<file path="config.mk">
export PLATFORM = sky130hd
export DESIGN_NAME = xbar_route_ctl
export DESIGN_NICKNAME = d
export VERILOG_FILES = /design/src/rtl/xbar_pkg.sv /design/src/rtl/xbar_perm_check.sv /design/src/rtl/xbar_route_ctl.sv
export SDC_FILE = /design/constraint.sdc
export NUM_CORES = 1
export LEC_CHECK = 0
export ABC_AREA = 1
export ABC_CLOCK_PERIOD_IN_PS = 1300
export CORE_UTILIZATION = 45
export CTS_BUF_LIST = sky130_fd_sc_hd__clkbuf_4 sky130_fd_sc_hd__clkbuf_8 sky130_fd_sc_hd__clkbuf_16
export CTS_CLUSTER_DIAMETER = 40
export DETAILED_ROUTE_END_ITERATION = 16
export HOLD_SLACK_MARGIN = 0.03
export PLACE_DENSITY = 0.77
export SYNTH_ARGS = -nofsm -noshare
export SYNTH_HDL_FRONTEND = slang
export SYNTH_SLANG_ARGS = --single-unit
</file>
<file path="constraint.sdc">
create_clock -name clk_in -period 1.3 [get_ports clk_in]
set_clock_uncertainty 0.1 [all_clocks]
set_input_delay 0.26 -clock clk_in [delete_from_list [all_inputs] [get_ports clk_in]]
set_output_delay 0.26 -clock clk_in [all_outputs]
set_load 0.01 [all_outputs]
</file>
<file path="src/rtl/xbar_pkg.sv">
// Shared crossbar definitions: state encoding, selector map layout and the power-on route.
// Also consumed by the crossbar datapath, so keep field order stable.
package xbar_pkg;

  localparam int XBAR_PORTS = 4;
  localparam int SEL_W      = 2;
  localparam int MAP_W      = XBAR_PORTS * SEL_W;
  localparam int CNT_W      = 4;

  // Packed {d,c,b,a}: a=3, b=2, c=0, d=1
  localparam logic [MAP_W-1:0] RESET_MAP_DEF = 8'b01_00_10_11;

  typedef enum logic [1:0] {
    IDLE    = 2'd0,
    PENDING = 2'd1,
    BLANK   = 2'd2
  } state_t;

  typedef struct packed {
    logic [SEL_W-1:0] d;
    logic [SEL_W-1:0] c;
    logic [SEL_W-1:0] b;
    logic [SEL_W-1:0] a;
  } sel_map_t;

endpackage

</file>
<file path="src/rtl/xbar_perm_check.sv">
// Flags whether four 2-bit selectors form a permutation (all pairwise distinct).
// Purely combinational, zero latency; no flow control.
module xbar_perm_check
  import xbar_pkg::*;
(
  input  logic [SEL_W-1:0] sel_a,
  input  logic [SEL_W-1:0] sel_b,
  input  logic [SEL_W-1:0] sel_c,
  input  logic [SEL_W-1:0] sel_d,
  output logic             is_perm
);

  // With four outputs and four sources, pairwise-distinct is exactly a permutation.
  assign is_perm = (sel_a != sel_b) && (sel_a != sel_c) && (sel_a != sel_d) &&
                   (sel_b != sel_c) && (sel_b != sel_d) && (sel_c != sel_d);

endmodule

</file>
<file path="src/rtl/xbar_route_ctl.sv">
// Accepts crossbar routing maps, holds them in a shadow and commits at frame_sync under a blank strobe.
// Latency: commit on edge after frame_sync, blank BLANK_CYCLES+1 cycles; cfg_ready low outside IDLE.
module xbar_route_ctl
  import xbar_pkg::*;
#(
  parameter logic [MAP_W-1:0] RESET_MAP    = RESET_MAP_DEF,
  parameter int unsigned      BLANK_CYCLES = 2,
  parameter bit               REQUIRE_PERM = 1'b1
) (
  input  logic             clk_in,
  input  logic             rst_in_n,
  input  logic             cfg_valid,
  output logic             cfg_ready,
  input  logic [SEL_W-1:0] cfg_sel_a,
  input  logic [SEL_W-1:0] cfg_sel_b,
  input  logic [SEL_W-1:0] cfg_sel_c,
  input  logic [SEL_W-1:0] cfg_sel_d,
  input  logic             frame_sync,
  output logic [SEL_W-1:0] xbar_selectors_a,
  output logic [SEL_W-1:0] xbar_selectors_b,
  output logic [SEL_W-1:0] xbar_selectors_c,
  output logic [SEL_W-1:0] xbar_selectors_d,
  output logic             xbar_blank,
  output logic             cfg_err,
  output logic             cfg_done,
  output logic             pending
);

  localparam logic [CNT_W-1:0] BLANK_LAST = CNT_W'(BLANK_CYCLES);

  state_t             state_q, state_d;
  sel_map_t           sel_q, sel_d;
  sel_map_t           shadow_q, shadow_d;
  sel_map_t           cfg_map;
  logic [CNT_W-1:0]   cnt_q, cnt_d;
  logic               blank_q, blank_d;
  logic               pending_q, pending_d;
  logic               err_q, err_d;
  logic               done_q, done_d;
  logic               perm_ok;

  assign cfg_map = '{d: cfg_sel_d, c: cfg_sel_c, b: cfg_sel_b, a: cfg_sel_a};

  generate
    if (REQUIRE_PERM) begin : g_perm
      xbar_perm_check u_perm_check (
        .sel_a   (cfg_sel_a),
        .sel_b   (cfg_sel_b),
        .sel_c   (cfg_sel_c),
        .sel_d   (cfg_sel_d),
        .is_perm (perm_ok)
      );
    end else begin : g_any_map
      assign perm_ok = 1'b1;
    end
  endgenerate

  always_comb begin
    state_d   = state_q;
    sel_d     = sel_q;
    shadow_d  = shadow_q;
    cnt_d     = cnt_q;
    blank_d   = blank_q;
    pending_d = pending_q;
    err_d     = 1'b0;
    done_d    = 1'b0;
    case (state_q)
      IDLE: begin
        if (cfg_valid) begin
          if (perm_ok) begin
            shadow_d  = cfg_map;
            pending_d = 1'b1;
            state_d   = PENDING;
          end else begin
            err_d = 1'b1;
          end
        end
      end
      PENDING: begin
        if (frame_sync) begin
          state_d   = BLANK;
          blank_d   = 1'b1;
          pending_d = 1'b0;
          cnt_d     = '0;
        end
      end
      BLANK: begin
        cnt_d = cnt_q + 1'b1;
        // Selectors switch one edge after blank rises so mute is already in effect.
        if (cnt_q == '0) begin
          sel_d = shadow_q;
        end
        if (cnt_q == BLANK_LAST) begin
          blank_d = 1'b0;
          done_d  = 1'b1;
          state_d = IDLE;
        end
      end
      default: state_d = IDLE;
    endcase
  end

  always_ff @(posedge clk_in or negedge rst_in_n) begin
    if (!rst_in_n) begin
      state_q   <= IDLE;
      sel_q     <= sel_map_t'(RESET_MAP);
      shadow_q  <= '0;
      cnt_q     <= '0;
      blank_q   <= 1'b0;
      pending_q <= 1'b0;
      err_q     <= 1'b0;
      done_q    <= 1'b0;
    end else begin
      state_q   <= state_d;
      sel_q     <= sel_d;
      shadow_q  <= shadow_d;
      cnt_q     <= cnt_d;
      blank_q   <= blank_d;
      pending_q <= pending_d;
      err_q     <= err_d;
      done_q    <= done_d;
    end
  end

  assign cfg_ready        = (state_q == IDLE);
  assign xbar_selectors_a = sel_q.a;
  assign xbar_selectors_b = sel_q.b;
  assign xbar_selectors_c = sel_q.c;
  assign xbar_selectors_d = sel_q.d;
  assign xbar_blank       = blank_q;
  assign cfg_err          = err_q;
  assign cfg_done         = done_q;
  assign pending          = pending_q;

endmodule

</file>
==> results.md, run 1 <==
* Status: finished, violations left
* Violated checks: setup timing
* Fin area at 1880 sq um
* RSZ-0062 raised after global routing: true
* Tightest Pin Transition at 222 ps
* Post-Route WL at 2750 microns
* FMAX at approximately 750 MHz
* Via-per-instance ratio at 5.00
* Ys Warns at 0
* Syn_nets at 161
* Row count at 19
* Worst-case clock buffer depth at 2
* First-pass GRT wire length at 4840 microns
* DRC violations left at 0
* FF+latch count, synth at 26
* Via count at 1169
* Final core occ at 68.9%
* Max-cap violations at 0
* Gp weighted congestion at 0.782
* Fin Setup TNS at -297 ps
* Overall Global Routing Usage at 19.9%
* Top delay family on crit path: flip-flops
* Clock Tree Root: clkbuf_4
* Final #Nets at 219
* Total CTS buffers at 3
* Tmin final at 1340 ps
* Syn avg cell area at 8.84 sq um
* CTS tree: yes
* Share of cells above drive strength 1 at 39.4%
* Rel. slew slack at 85.2%
* FF-to-FF setup slack at -30 ps
* Startpoint Class: flip-flop
* Seq/Total Area, Yosys at 50.8%
* Die Area at approximately 3100 sq um
* WP data arrival at 980 ps
* Worst path required time at 940 ps
* Cell Pwr Density at 1830 nW/um^2
* DR pass1 iterations at 4
* Worst setup EP type: output pin
* Worst Path Buf+Inv at 1
* Largest net degree at the start of global routing at 27
* Final hold viol count at 0
* DP Wirelength at 1970 microns
* # IOs at 25
* Die Y at 55.6 microns
* Post-route ant nets at 0
* Max incr delay on CP at 560 ps
* CP Max Fanout at 2
* Slack of the critical path at -40.7 ps
* Total grt overflow at 0
* Clock slew at reported path FFs at 140 ps
* Iter 0 DRT Violations at 36
* Setup violators final at 11
* Synth Instances at 146
* Critical-path cell list: buf_6
* Worst Hold Class: in -> async
* VDD IR max at 1.50 mV
* Routed len/inst at 11.8 microns
* CTS Sinks at 26
* ANT cells at 0
* Htree depth at 1
* Worst skew pair latency at 320 ps
* Initial antenna violation count at 0
* Tcrit/Tclk final at 103%
* Initial core utilization at 47.2%
* Vias in the first global route at 1168
* P&R area growth vs syn at 45.8%
* Leak at just over 1 nW
* Fill count at 206
* Mapped Area at 1290 sq um
* CORE AREA at about 2700 sq um
* Final Slew Violations at 0
* Die Width at about 56 microns
* Crit-path slowest cell: dfstp_2
* Port Buffers at 24
* Placed cell areas at 1750 sq um
* Setup CP Type: reg -> out
* Post-synthesis cell type count at 20
through the flow:
| stage | hold WS (ps) | setup WS, ps | std cells | total power (W) |
|---|---|---|---|---|
| global route | 173 | -121 | 234 | 0.00370 |
| finish | 171 | -40.7 | 234 | 0.00345 |
| global placement | 364 | -491 | 222 | 0.00277 |
| detailed placement | 361 | -577 | 222 | 0.00282 |
| CTS | 183 | -45.5 | 233 | 0.00338 |
| floorplan | -136 | 13.5 | 146 | 0.00206 |
layout by cell type (no fill, tap or decap), drive strengths merged:
master          n
dlygate4sd2     4
xnor2           3
nand4           8
inv            16
dfrtp          22
xor2            1
nand2          63
buf            38
a21oi           2
o21ai           6
nand3           6
nor2            5
clkinv          1
clkdlybuf4s15   4
mux2            8
ha              3
dfstp           4
clkdlybuf4s50   3
clkbuf          6
kinds of logic (layout without fill, tap and decap cells):
logic type / after synthesis / count (layout) / synth area share (%)
flip-flops: 26 / 26 / 50.8
buffers and inverters: 16 / 72 / 4.65
adder cells (fa/ha/maj): 3 / 3 / 2.91
AND/OR/NAND/NOR: 81 / 82 / 28.6
AO/OA/AOI/OAI: 8 / 8 / 3.39
XOR/XNOR: 4 / 4 / 2.71
multiplexers: 8 / 8 / 6.98
sequential cells by signal, indices dropped and copies added (netlist names):
signal / count
cfg_done: 1
cfg_err: 1
cnt_q: 4
pending: 1
shadow_q: 8
state_q: 2
xbar_blank: 1
xbar_selectors_a: 2
xbar_selectors_b: 2
xbar_selectors_c: 2
xbar_selectors_d: 2
synth_stat cells:
| master | instances | share of area, % |
|---|---|---|
| dfstp_2 | 4 | 8.1 |
| xnor2_1 | 3 | 2.0 |
| inv_1 | 13 | 3.8 |
| nor2_8 | 1 | 1.6 |
| inv_2 | 2 | 0.58 |
| a21oi_1 | 2 | 0.78 |
| nand2_1 | 61 | 18 |
| nand3_2 | 1 | 0.78 |
| nand4_1 | 8 | 3.9 |
| clkinv_1 | 1 | 0.29 |
| nand3_4 | 1 | 1.4 |
| nand2_2 | 2 | 0.97 |
| o21ai_0 | 5 | 1.9 |
| xor2_1 | 1 | 0.68 |
| nand3_1 | 3 | 1.2 |
| o21ai_2 | 1 | 0.68 |
| nor2_1 | 4 | 1.2 |
| dfrtp_1 | 22 | 43 |
| ha_1 | 3 | 2.9 |
| mux2_2 | 8 | 7.0 |
repair_timing:
action,CTS,global route
gates resized for setup,77,15
setup buffers,5,1
hold buffers,0,0
pin swaps,3,1
setup endpoints to repair,32,29
cloned,2,0
metal layers:
layer | vias up | wire, microns | GRT usage, %
met5 | - | 0 | 0
met4 | 0 | 65 | 10.0
met3 | 8 | 101 | 2.58
met2 | 27 | 1340 | 33.7
met1 | 551 | 1250 | 25.0
li1 | 583 | - | -
report_power, final:
group	internal [W]	switching, W
Sequential	0.00118	0.000200
Combinational	0.000879	0.000784
Clock	0.000171	0.000235
cell type report:
cell class	instances	area (sq um)	share of cell area, %
repair buffers	51	414	22.0
inverters	16	70.1	3.72
flip-flops and latches	26	656	34.8
well taps	31	38.8	2.06
repair inverters	1	5.00	0.266
multi-input cells	105	663	35.2
clock buffers	4	36.3	1.93
path summary, 6_finish.rpt:
kind | start | endpoint | cells past startpoint
setup / recovery | xbar_selectors_b[1]$_DFFE_PN1P_ | xbar_selectors_b[1] | 1
hold / removal | rst_in_n | cnt_q[3]$_DFFE_PN0P_ | 2
setup reg to reg | cnt_q[3]$_DFFE_PN0P_ | xbar_selectors_c[1]$_DFFE_PN0P_ | 3
hold reg to reg | shadow_q[2]$_DFFE_PN0P_ | shadow_q[2]$_DFFE_PN0P_ | 2
max in group asynchronous | rst_in_n | xbar_selectors_d[0]$_DFFE_PN1P_ | 2
min in group clk_in | cfg_sel_b[0] | shadow_q[2]$_DFFE_PN0P_ | 3
Power figures use the tool's default switching activity.
==> inputs of run 2 (changes only) <==
Settings changed: ABC_CLOCK_PERIOD_IN_PS 1300 to 1500, CORE_UTILIZATION 45 to 50, PLACE_DENSITY 0.77 to 0.8.
Clock period 1.3 ns to 1.5 ns, I/O delays scaled along.
==> run 2 against run 1 <==
- critical endpoint is now xbar_selectors_d[1]$_DFFE_PN0P_
- highest routed layer is now met3
- critical path depth grew 4
- largest power group is now sequential cells
- sequential share of layout area grew 3.9 points
- wire length shrank 9.0%
- the flow now finishes without violations
==> results.md, run 2 (synthesized netlist as in run 1, its figures left out) <==
* Status: completed
* Largest net degree at the start of global routing at 27 (unchanged)
* Routed len/inst at 11.5 microns (-2.4%)
* Setup CP Type: reg -> reg
* Tcrit/Tclk final at 96.3%
* Row count at 18 (-1)
* Most common library cell in the layout ignoring fill and taps: nand2_1
* Tightest Pin Transition at 251 ps (+28.5 ps)
* Port Buffers at 24 (unchanged)
* Top delay family on crit path: flip-flops
* Fill count at 194 (-5.8%)
* Total grt overflow at 0 (unchanged)
* FMAX at 692 MHz
* Rel. slew slack at 83.2% (-2.0 points)
* CP Max Fanout at 8 (+6)
* DRC violations left at 0 (unchanged)
* Total power after layout at 0.00255 W (-26%)
* CTS Sinks at 26 (unchanged)
* DP Wirelength at 2010 microns (+1.8%)
* Die Y at 52.8 microns (-4.9%)
* Max reg flops at 8 (unchanged)
* CTS hold repair buffers at 0 (unchanged)
* Critical-path cell list: buf_4, nand2_1, inv_1, nand3_4, mux2_2
* Largest reg by FF count: shadow_q
* Met3 WL at 56 microns (-45%)
* Clock slew at reported path FFs at 140 ps (about the same)
* ANT cells at 0 (unchanged)
* Max-cap violations at 0 (unchanged)
* Worst Path Buf+Inv at 2 (+1)
* Max incr delay on CP at 430 ps (-130 ps)
* Worst skew pair latency at 310 ps (about the same)
* Via-per-instance ratio at 4.94 (-1.0%)
* Leak at 0.933 nW (-7.8%)
* Setup violators final at 0 (-11)
* Placement Setup Slack at -407 ps (+170 ps)
* Die Width at 52.8 microns (-4.9%)
* Gp weighted congestion at 0.785 (+0.36%)
* Tmin final at between 1000 and 1500 ps
* Register Area at 656 sq um (unchanged)
* Htree depth at 1 (unchanged)
* Worst-case clock buffer depth at 2 (unchanged)
* Share of cells above drive strength 1 at 23.4% (-16 points)
* # IOs at 25 (unchanged)
* Die Area at 2790 sq um (-9.6%)
* Overall Global Routing Usage at 20.3% (+0.37 points)
* Initial antenna violation count at 0 (unchanged)
* Final core occ at 69.1% (+0.18 points)
* Clock Tree Root: clkbuf_4
* First-pass GRT wire length at 4140 microns (-15%)
* CTS tree: yes
* Initial core utilization at 52.6% (+5.4 points)
* Largest regs: shadow_q x8, cnt_q x4
* Post-Route WL at 2500 microns (-9.0%)
* Metal2 WL at 1340 microns (+0.37%)
* Post-route ant nets at 0 (unchanged)
* Slack of the critical path at 54.9 ps (+95.6 ps)
* Crit-path slowest cell: dfrtp_1
* DR pass1 iterations at 8 (+4)
* Iter 0 DRT Violations at 16 (-56%)
* Via count at 1078 (-7.8%)
* Final Slew Violations at 0 (unchanged)
* Startpoint Class: flip-flop
* Worst setup EP type: flip-flop
* M1 WL at 1110 microns (-11%)
* Worst Hold Class: in -> async
* VDD IR max at 0.857 mV (-43%)
* CORE AREA at 2450 sq um (-10%)
* Total CTS buffers at 3 (unchanged)
* Worst path required time at 1600 ps (+660 ps)
* Final hold viol count at 0 (unchanged)
* Highest routed metal layer: met3
* Area of the multi-input gates at 586 sq um (-12%)
* Most frequent cells in the layout: 61 x nand2_1, 22 x dfrtp_1, 14 x dlygate4sd2_1
* Cell Pwr Density at 1500 nW/um^2 (-18%)
* Final #Nets at 204 (-6.8%)
* Vias in the first global route at 1035 (-11%)
* P&R area growth vs syn at 31.3%
* WP data arrival at 1550 ps (+570 ps)
* FF-to-FF setup slack at 50 ps (+80 ps)
[run 2: cell types whose count changed in the layout (fill, tap and decap cells not counted), moves of 2 or more]
cell and delta:
dlymetal6s2s_1 +2, mux2_4 -6, clkbuf_2 +2, nand2_1 +7
buf_2 -6, nand2_2 -6, inv_1 +3, clkdlybuf4s15_1 -4
buf_4 -12, buf_6 -5, mux2_2 +6, inv_2 -2
dlygate4sd2_1 +10
[run 2: path summary, 6_finish.rpt]
kind | startpoint | end | depth (start not counted)
setup / recovery | state_q[1]$_DFFE_PN0P_ | xbar_selectors_d[1]$_DFFE_PN0P_ | 5
hold / removal | rst_in_n | cnt_q[2]$_DFFE_PN0P_ | 2
setup reg to reg | state_q[1]$_DFFE_PN0P_ | xbar_selectors_d[1]$_DFFE_PN0P_ | 5
hold reg to reg | shadow_q[6]$_DFFE_PN0P_ | shadow_q[6]$_DFFE_PN0P_ | 2
max in group asynchronous | rst_in_n | xbar_selectors_b[1]$_DFFE_PN1P_ | 2
min in group clk_in | cfg_sel_d[1] | shadow_q[7]$_DFFE_PN0P_ | 4
[run 2: layer usage]
metal	track usage, %	up-vias
met5	0	-
met4	5.26	0
met3	1.74	0
met2	39.9	20
met1	22.9	504
li1	-	554
[run 2: worst reg2reg max path, stage by stage (launching register included)]
cell and delay [ps]:
dfrtp_1 430, buf_4 150, nand2_1 80, inv_1 80
nand3_4 140, mux2_2 360
[run 2: timing repair]
item | CTS | global route
buffers inserted | 0 | 1
cloned | 0 | 0
pin swaps | 0 | 1
gates resized for setup | 25 | 9
setup endpoints to repair | 21 | 21
[run 2: area by class of cell]
class	instances	area share (%)
Clock buffer	4	2.14
Inverter	16	3.54
Multi-Input combinational cell	104	34.5
Sequential cell	26	38.7
Tap cell	30	2.21
Timing Repair Buffer	38	18.9
[run 2: metrics by stage]
stage	area, sq um	std cells	TNS, ps	hold WS (ps)
after floorplan	1290	146	0	-95.6
after global placement	1680	213	-2980	360
after detailed placement	1680	213	-4140	359
after CTS	1700	217	0	222
after global routing	1700	218	-3.11	213
final	1700	218	0	224
[run 2: power by group]
| group | internal [W] | switching, W |
|---|---|---|
| clock | 0.000148 | 0.000191 |
| sequential | 0.00102 | 0.000167 |
| combinational | 0.000470 | 0.000553 |
| total | 0.00164 | 0.000912 |
==> inputs of run 3 (changes only) <==
Settings changed: ABC_CLOCK_PERIOD_IN_PS 1500 to 1760, CORE_UTILIZATION 50 to 54, PLACE_DENSITY 0.8 to 0.86.
Clock period 1.5 ns to 1.76 ns, I/O delays scaled along.
==> run 3 against run 2 <==
- setup slack better by 21 ps
- total power is 14% lower
- sequential share of layout area up 0.37 points
- combinational power shrank 15%
- sequential power shrank 14%
- non-clock buffer count is 3 lower
- via count down 0.74%
- first-iteration DRC count stayed put
- final area decreased by 0.96%
- count of clock-buffer cells in the layout is the same
- sequential cell count stayed put
==> results.md, run 3 (synthesized netlist as in run 1, its figures left out) <==
* Status: completed
* Final #Nets at 201 (-1.5%)
* Die Width at 50.9 microns (-3.6%)
* Tcrit/Tclk final at approximately 96%
* Tightest Pin Transition at 316 ps (+65.5 ps)
* Max-cap violations at 0 (unchanged)
* Final core occ at 75.2% (+6.1 points)
* Via count at 1070 (-0.74%)
* FMAX at 594 MHz
* Final Non-Filler Cells at 213 (-2.3%)
* Slack of the critical path at 75.6 ps (+20.7 ps)
* VDD IR max at 0.688 mV (-20%)
* Clock Tree Root: clkbuf_4
* Largest reg by FF count: shadow_q
* Final Slew Violations at 0 (unchanged)
* Post-route ant nets at 0 (unchanged)
* RSZ-0062 raised after global routing: false
* Startpoint Class: flip-flop
* Worst Path Buf+Inv at 1 (-1)
* Rel. slew slack at 78.9% (-4.3 points)
* P&R area growth vs syn at 30.0%
* Critical-path cell list: clkdlybuf4s50_1
* Via-per-instance ratio at 5.02 (+1.6%)
* Tmin final at approximately 1700 ps
* Iter 0 DRT Violations at 16 (unchanged)
* Setup CP Type: reg -> out
* ANT cells at 0 (unchanged)
* Most common library cell in the layout ignoring fill and taps: nand2_1
* Vias in the first global route at 1009 (-2.5%)
* # IOs at 25 (unchanged)
* Port Buffers at 24 (unchanged)
* Initial core utilization at 57.8% (+5.2 points)
* Launch point of the worst path: pending$_DFFE_PN0P_
* Initial antenna violation count at 0 (unchanged)
* Worst skew pair latency at 320 ps (about the same)
* Worst setup EP type: output pin
* CTS Sinks at 26 (unchanged)
* Top delay family on crit path: buffers and inverters
* Largest regs: shadow_q x8, cnt_q x4
* Row count at 17 (-1)
* Cell Pwr Density at 1300 nW/um^2 (-14%)
* Leak at 0.876 nW (-6.1%)
* Worst Hold Class: in -> async
* Gp weighted congestion at 0.782 (-0.37%)
* CORE AREA at 2230 sq um (-9.0%)
* CP Max Fanout at 2 (-6)
* CTS tree: yes
* Total CTS buffers at 3 (unchanged)
* Total grt overflow at 0 (unchanged)
* Share of cells above drive strength 1 at 18.9% (-4.5 points)
* Clock slew at reported path FFs at 130 ps (about the same)
* Htree depth at 1 (unchanged)
* Worst path required time at 1310 ps (-290 ps)
* Crit-path slowest cell: clkdlybuf4s50_1
* First-pass GRT wire length at 4350 microns (+5.1%)
* Die Y at 50.9 microns (-3.6%)
* Placement Setup Slack at -154 ps (+253 ps)
* Critical R2R Launch: state_q[0]$_DFFE_PN0P_
* Setup violators final at 0 (unchanged)
* Die Area at 2590 sq um (-7.1%)
* Fin Setup TNS at 0 ps (unchanged)
* Routed len/inst at 12.1 microns (+5.6%)
* DRC violations left at 0 (unchanged)
* Inst Count DP at 209 (-1.9%)
* Post-Route WL at 2580 microns (+3.2%)
* CTS hold repair buffers at 0 (unchanged)
* Worst-case clock buffer depth at 2 (unchanged)
* Final hold viol count at 0 (unchanged)
* Overall Global Routing Usage at 23.1% (+2.8 points)
* Max incr delay on CP at 540 ps (+110 ps)
* DP Wirelength at 2100 microns (+4.7%)
* Largest net degree at the start of global routing at 27 (unchanged)
* Max reg flops at 8 (unchanged)
* WP data arrival at 1230 ps (-320 ps)
* Most frequent cells in the layout: 61 x nand2_1, 22 x dfrtp_1, 19 x clkdlybuf4s50_1
* DR pass1 iterations at 4 (-4)
==> run 3: repair_timing <==
item                                    in CTS  in global routing
hold endpoints to repair                     0                  0
buffers inserted                             0                  0
resized for setup                            5                  0
endpoints found under the setup margin       5                  0
==> run 3: report_power, final <==
part           internal [W]  switching (W)
clock              0.000126       0.000168
combinational      0.000422       0.000447
sequential         0.000868       0.000150
==> run 3: final timing paths <==
| kind | end | depth (start not counted) | slack [ps] |
|---|---|---|---|
| worst min register to register | shadow_q[4]$_DFFE_PN0P_ | 2 | 390 |
| max in group asynchronous | xbar_selectors_a[1]$_DFFE_PN1P_ | 2 | 980 |
| min in group clk_in | shadow_q[4]$_DFFE_PN0P_ | 2 | 390 |
| worst min-delay path | cnt_q[1]$_DFFE_PN0P_ | 2 | 280 |
| worst max register to register | xbar_selectors_c[0]$_DFFE_PN0P_ | 5 | 270 |
| worst max-delay path | pending | 1 | 80 |
==> run 3: stage by stage <==
step	total power (W)	cell area [sq um]	hold slack, ps
6_report	0.00218	1680	281
5_1_grt	0.00234	1680	290
3_3_place_gp	0.00188	1650	362
4_1_cts	0.00220	1680	291
2_1_floorplan	0.00150	1290	-43.6
3_5_place_dp	0.00194	1650	358
==> run 3: routing by layer <==
layer	GRT usage [%]	vias to the layer above	share of wire, %	wire, microns
met5	0	-	0	0
met4	9.72	0	1.6	42
met3	3.57	4	2.2	58
met2	41.7	21	53	1360
met1	26.7	496	43	1120
li1	-	549	-	-
==> run 3: cell type report <==
| class | instances | area (sq um) |
|---|---|---|
| sequential | 26 | 656 |
| multi-input combinational | 104 | 576 |
| fill | 170 | 554 |
| timing repair buffer | 35 | 317 |
| inverter | 16 | 60.1 |
| clock buffer | 4 | 36.3 |
| tap | 28 | 35.0 |
